**src/rtl/boruss_pkg.sv**
```systemverilog
// Shared definitions for the Boruss ALU.
//   DEFAULT_DATA_WIDTH : default operand/result width
//   OP_*               : 8-bit opcode encodings, 0x00-0x0F
//   alu_flags_t        : zero/carry/negative flag bundle
package boruss_pkg;

   localparam int unsigned DEFAULT_DATA_WIDTH = 8;

   localparam logic [7:0] OP_ADD = 8'h00;
   localparam logic [7:0] OP_SUB = 8'h01;
   localparam logic [7:0] OP_AND = 8'h02;
   localparam logic [7:0] OP_OR  = 8'h03;
   localparam logic [7:0] OP_XOR = 8'h04;
   localparam logic [7:0] OP_NOT = 8'h05;
   localparam logic [7:0] OP_SHL = 8'h06;
   localparam logic [7:0] OP_SHR = 8'h07;
   localparam logic [7:0] OP_JMP = 8'h08;
   localparam logic [7:0] OP_JZ  = 8'h09;
   localparam logic [7:0] OP_JNZ = 8'h0A;
   localparam logic [7:0] OP_JC  = 8'h0B;
   localparam logic [7:0] OP_JNC = 8'h0C;
   localparam logic [7:0] OP_JN  = 8'h0D;
   localparam logic [7:0] OP_JNN = 8'h0E;
   localparam logic [7:0] OP_CMP = 8'h0F;

   typedef struct packed {
      logic zero;
      logic carry;
      logic negative;
   } alu_flags_t;

endpackage

```
**src/rtl/boruss_alu_core.sv**
```systemverilog
// Combinational ALU datapath: opcode decode, result and flag generation.
// Ports:
//   operand_a, operand_b : operands (operand_b doubles as jump address)
//   operation_code       : 8-bit opcode
//   result               : computed result
//   flags                : zero/carry/negative derived from result
module boruss_alu_core
   import boruss_pkg::*;
#(
   parameter int unsigned DATA_WIDTH = DEFAULT_DATA_WIDTH
) (
   input  logic [DATA_WIDTH-1:0] operand_a,
   input  logic [DATA_WIDTH-1:0] operand_b,
   input  logic [7:0]            operation_code,
   output logic [DATA_WIDTH-1:0] result,
   output alu_flags_t            flags
);

   logic [DATA_WIDTH-1:0] r;
   logic                  c;

   always_comb begin
      r = '0;
      c = 1'b0;
      case (operation_code)
         OP_ADD: {c, r} = {1'b0, operand_a} + {1'b0, operand_b};
         // CMP is a subtract whose write-back the control unit may suppress
         OP_SUB, OP_CMP: begin
            r = operand_a - operand_b;
            c = (operand_a < operand_b);
         end
         OP_AND: r = operand_a & operand_b;
         OP_OR:  r = operand_a | operand_b;
         OP_XOR: r = operand_a ^ operand_b;
         OP_NOT: r = ~operand_a;
         OP_SHL: begin
            r = {operand_a[DATA_WIDTH-2:0], 1'b0};
            c = operand_a[DATA_WIDTH-1];
         end
         OP_SHR: begin
            r = {1'b0, operand_a[DATA_WIDTH-1:1]};
            c = operand_a[0];
         end
         // Jump condition is resolved by the control unit; only pass the target
         OP_JMP, OP_JZ, OP_JNZ, OP_JC, OP_JNC, OP_JN, OP_JNN: r = operand_b;
         default: begin
            r = '0;
            c = 1'b0;
         end
      endcase
   end

   always_comb begin
      result         = r;
      flags.zero     = (r == '0);
      flags.carry    = c;
      flags.negative = r[DATA_WIDTH-1];
   end

endmodule

```
**src/rtl/boruss_alu.sv**
```systemverilog
// Registered Boruss ALU: captures the core output when op_valid is high.
// Ports:
//   clk, rst        : clock and synchronous active-high reset
//   op_valid        : capture the operation this cycle
//   operand_a/b     : operands, operation_code : opcode
//   result          : registered result
//   zero/carry/negative_flag : registered flags
//   result_valid    : one-cycle pulse when outputs were updated
module boruss_alu
   import boruss_pkg::*;
#(
   parameter int unsigned DATA_WIDTH = DEFAULT_DATA_WIDTH
) (
   input  logic                  clk,
   input  logic                  rst,
   input  logic                  op_valid,
   input  logic [DATA_WIDTH-1:0] operand_a,
   input  logic [DATA_WIDTH-1:0] operand_b,
   input  logic [7:0]            operation_code,
   output logic [DATA_WIDTH-1:0] result,
   output logic                  zero_flag,
   output logic                  carry_flag,
   output logic                  negative_flag,
   output logic                  result_valid
);

   logic [DATA_WIDTH-1:0] core_result;
   alu_flags_t            core_flags;

   boruss_alu_core #(
      .DATA_WIDTH(DATA_WIDTH)
   ) u_core (
      .operand_a     (operand_a),
      .operand_b     (operand_b),
      .operation_code(operation_code),
      .result        (core_result),
      .flags         (core_flags)
   );

   always_ff @(posedge clk) begin
      if (rst) begin
         result        <= '0;
         zero_flag     <= 1'b0;
         carry_flag    <= 1'b0;
         negative_flag <= 1'b0;
         result_valid  <= 1'b0;
      end else begin
         result_valid <= op_valid;
         // Outputs hold while idle
         if (op_valid) begin
            result        <= core_result;
            zero_flag     <= core_flags.zero;
            carry_flag    <= core_flags.carry;
            negative_flag <= core_flags.negative;
         end
      end
   end

endmodule

```
**config.mk**
```make
export PLATFORM = sky130hd
export DESIGN_NAME = boruss_alu
export DESIGN_NICKNAME = d
export VERILOG_FILES = /design/src/rtl/boruss_pkg.sv /design/src/rtl/boruss_alu_core.sv /design/src/rtl/boruss_alu.sv
export SDC_FILE = /design/constraint.sdc
export NUM_CORES = 1
export LEC_CHECK = 0
export ABC_AREA = 1
export BUFFER_PORTS_ARGS = -buffer_cell sky130_fd_sc_hd__buf_2
export CAP_MARGIN = 0
export CORE_MARGIN = 1.5
export CORE_UTILIZATION = 40
export CTS_CLUSTER_DIAMETER = 150
export DETAILED_ROUTE_END_ITERATION = 10
export SLEW_MARGIN = 10
export SYNTH_ARGS = -nofsm -noshare
export SYNTH_HDL_FRONTEND = slang
export SYNTH_SLANG_ARGS = --single-unit
```
**constraint.sdc**
```tcl
create_clock -name clk -period 2.4 [get_ports clk]
set_clock_uncertainty 0.2 [all_clocks]
set_input_delay 0.12 -clock clk [delete_from_list [all_inputs] [get_ports clk]]
set_output_delay 0.12 -clock clk [all_outputs]
set_load 0.03 [all_outputs]
```
==> metrics.md <==
| Metric | Value |
|---|---|
| Remaining DRCs | 0 |
| Std-Cell Rows | 26 |
| Post-synthesis simple-gate area fraction | 0.480 |
| CP peak stage delay | 0.41 ns |
| CP max FO | 5 |
| Largest net degree at the start of global routing | 44 |
| Hold path cells | 2 |
| Die H | 75.0 um |
| Net count after synthesis | between 400 and 500 |
| Routed Antenna Nets | 0 |
| Layout cells sized above 1 | 0.161 |
| GRT overflow | 0 |
| Crit path DAT | 1.92 ns |
| Die Area | 5620 um^2 |
| Cells after Synth | 364 |
| Most frequent cells in the layout | nand2_1, nand3_1, inv_1 |
| Post-CTS setup buffer count | 0 |
| Via-per-instance ratio | 5.03 |
| Worst EP required | 2.37 ns |
| Core Area | roughly 5000 um^2 |
| Peak Freq | 0.512 GHz |
| Status | completed |
| Crit Reg-Reg Endpoint | result[6] |
| Worst min-delay path endpoint | result[0] |
| Vias in the first global route | 2079 |
| Initial antenna violation count | 0 |
| Post-Synth XOR/XNOR Area | 0.00846 |
| CTS tree | built |
| Warnings, synthesis | 0 |
| Top cell family by delay on the critical path | simple AND/OR/NAND/NOR gates |
| Critical path class | input port to flip-flop |
| Critical hold path startpoint | op_valid |
| Max Cap Viol | 0 |
| Later-pin clock latency in the skew report | approximately 0.23 ns |
| Final Setup Violations | 0 |
| Total CTS buffers | 3 |
| RSZ-0062 raised after global routing | no |
| Synth Area in Compound Gates | 0.0840 |
| Number of synthesized register bits | 11 |
| Tcrit/Tclk final | 0.814 |
| N_diodes | 0 |
| Reg2reg setup slack | 1.53 ns |
| Ys flop type | dfxtp_1 |
| PnR worst setup slack | 0.447 ns |
| Worst r2r path cells | 4 |
| Reg clk slew, reported paths | 0.05 ns |
| Asr flop ratio synth | 0 |
| Reg2reg start | result[6] |
| Initial Utilization | 0.411 |
| Vias | around 2400 |
| Die Wd | 75.0 um |
| Register area share after synthesis | 0.106 |
| Slew HR | 0.652 |
| Placer Congestion | around 0.95 |
| Avg Cell Area, Syn | 5.69 um^2 |
| Longest Clk Path Bufs | 2 |
| Cell Chain, Critical Path | buf_2 -> inv_1 -> ha_1 -> inv_1 -> fa_1 -> nand3_1 -> nand2_1 -> nand2_1 -> nand2_1 -> nand2_1 -> a21oi_1 -> nor3_1 -> nor2_1 -> nand2_1 -> nand2_1 -> a21oi_1 |
| Hpwl dp | 4860 um |
| Post-synth EDFFs | 0 |
| Most common cell on crit path | nand2_1 |
| Worst slack at placement | roughly 0.23 ns |
| IR drop worst, VDD | 0.169 mV |
| H-tree depth | 1 |
| Worst setup SP type | input port |
| Fin. Hold Viols | 0 |
| DR WL/cell | 12.9 um |
| Final Critical Period | 1.95 ns |
| Number of primary I/O pins | 39 |
| Clock sinks | 11 |
| Worst setup EP type | flip-flop |
| DRT iter0 DRCs | 129 |
| Leak pwr | 1.36 nW |
| Pwr Density | between 200 and 300 nW/um^2 |
| Largest family of logic cells by synthesized area | simple AND/OR/NAND/NOR gates |
| Synth Area in Adders | 0.164 |
| Most common cell after layout, fill and taps aside | nand2_1 |
| First-pass GRT wire length | around 9800 um |
| Critical-path top delay cell | fa_1 |
| Pre-antenna DRT Iters | 4 |
| Nets | 452 |
| Fin. max-slew vios | 0 |
| Area Growth Syn to Fin | 12.9% |
| Synth unique cells | 29 |
| Worst Tran Pin Value | 0.521 ns |
| Final wirelength | 6050 um |
| Post-synthesis mux area share | 0 |
| GRT Total Usage | 0.229 |
| Buffers and inverters on the worst path | 3 |
| Post-Syn Area | 2070 um^2 |
| Clock tree root driver cell | clkbuf_8 |
| Final TNS setup | 0 ns |
| HP Class | input port to flip-flop |
| Number of port buffers | 38 |
-- what timing repair did --
action | CTS | global route
hold endpoints to repair | 3 | 0
hold buffers | 1 | 0
gates resized for setup | 0 | 0
-- worst max path at each step --
stage | from | endpoint | slack (ns) | cells past startpoint
after detailed placement | operand_a[0] | zero_flag | 0.23 | 15
after CTS | operand_a[0] | zero_flag | 0.46 | 15
after global placement | operand_a[3] | zero_flag | 0.21 | 13
after global routing | operand_a[3] | zero_flag | 0.23 | 13
final | operand_a[0] | carry_flag | 0.45 | 16
after floorplan | operand_a[0] | carry_flag | 0.57 | 15
-- routing by layer --
layer | global-route usage | vias up | share of wire | wire length (um)
met5 | 0 | - | 0 | 0
met2 | 0.382 | 74 | 0.46 | 2800
met3 | 0.0214 | 7 | 0.052 | 313
met1 | 0.312 | 1042 | 0.48 | 2880
li1 | - | 1229 | - | -
met4 | 0.0687 | 0 | 0.0098 | 59
-- Yosys cell counts (2+ instances only) --
| cell type | number | area share |
|---|---|---|
| o211ai_1 | 2 | 0.0072 |
| nor3_1 | 2 | 0.0048 |
| ha_1 | 24 | 0.15 |
| nand3_1 | 68 | 0.16 |
| o21ai_0 | 10 | 0.024 |
| buf_2 | 4 | 0.0097 |
| o21ai_1 | 5 | 0.012 |
| nor2_2 | 12 | 0.036 |
| nand4_1 | 7 | 0.021 |
| a21oi_1 | 14 | 0.034 |
| buf_6 | 2 | 0.011 |
| dfxtp_1 | 11 | 0.11 |
| nor2_1 | 35 | 0.063 |
| xnor2_1 | 2 | 0.0085 |
| nand3b_1 | 4 | 0.015 |
| buf_4 | 4 | 0.015 |
| fa_1 | 2 | 0.019 |
| nand2_4 | 3 | 0.016 |
| inv_1 | 60 | 0.11 |
| nand2_1 | 82 | 0.15 |
| inv_2 | 3 | 0.0054 |
-- metrics by stage --
stage	hold WS [ns]	instance area, um^2	total power [mW]	utilization	std cells
2_1_floorplan	-0.0109	2070	0.417	-	364
3_3_place_gp	0.184	2280	0.505	0.453	463
3_5_place_dp	0.178	2280	0.507	0.453	463
4_1_cts	0.0619	2340	0.690	0.464	468
5_1_grt	0.0773	2340	0.748	0.464	468
6_report	0.0597	2340	0.688	0.464	468
-- area by class of cell --
cell class,instances,area (um^2)
fill,581,2700
multi-input combinational,277,1530
inverter,66,251
sequential,11,220
timing repair buffer,40,208
tap,70,87.6
clock buffer,4,45.0
-- worst reg2reg max path, delay by kind of cell (launching register included) --
family / cells / cell delay, ns
compound gates: 1 / 0.07
buf+inv: 1 / 0.05
flops: 1 / 0.31
simple gates: 2 / 0.14
-- power by group --
group	internal [mW]	switching, mW
combinational	0.102	0.209
sequential	0.193	0.00419
clock	0.116	0.0643
-- registers in the layout, indices dropped and copies added, names as in the netlist --
register and count:
carry_flag 1, result 8, zero_flag 1, result_valid 1
-- logic make-up (layout without fill, tap and decap cells) --
kind of cell / after synthesis / after routing
buf+inv: 76 / 110
compound gates: 33 / 33
fa+ha+maj: 26 / 26
xor+xnor: 2 / 2
simple gates: 216 / 216
flops: 11 / 11
Note: power is estimated with default switching activity, not from simulation.
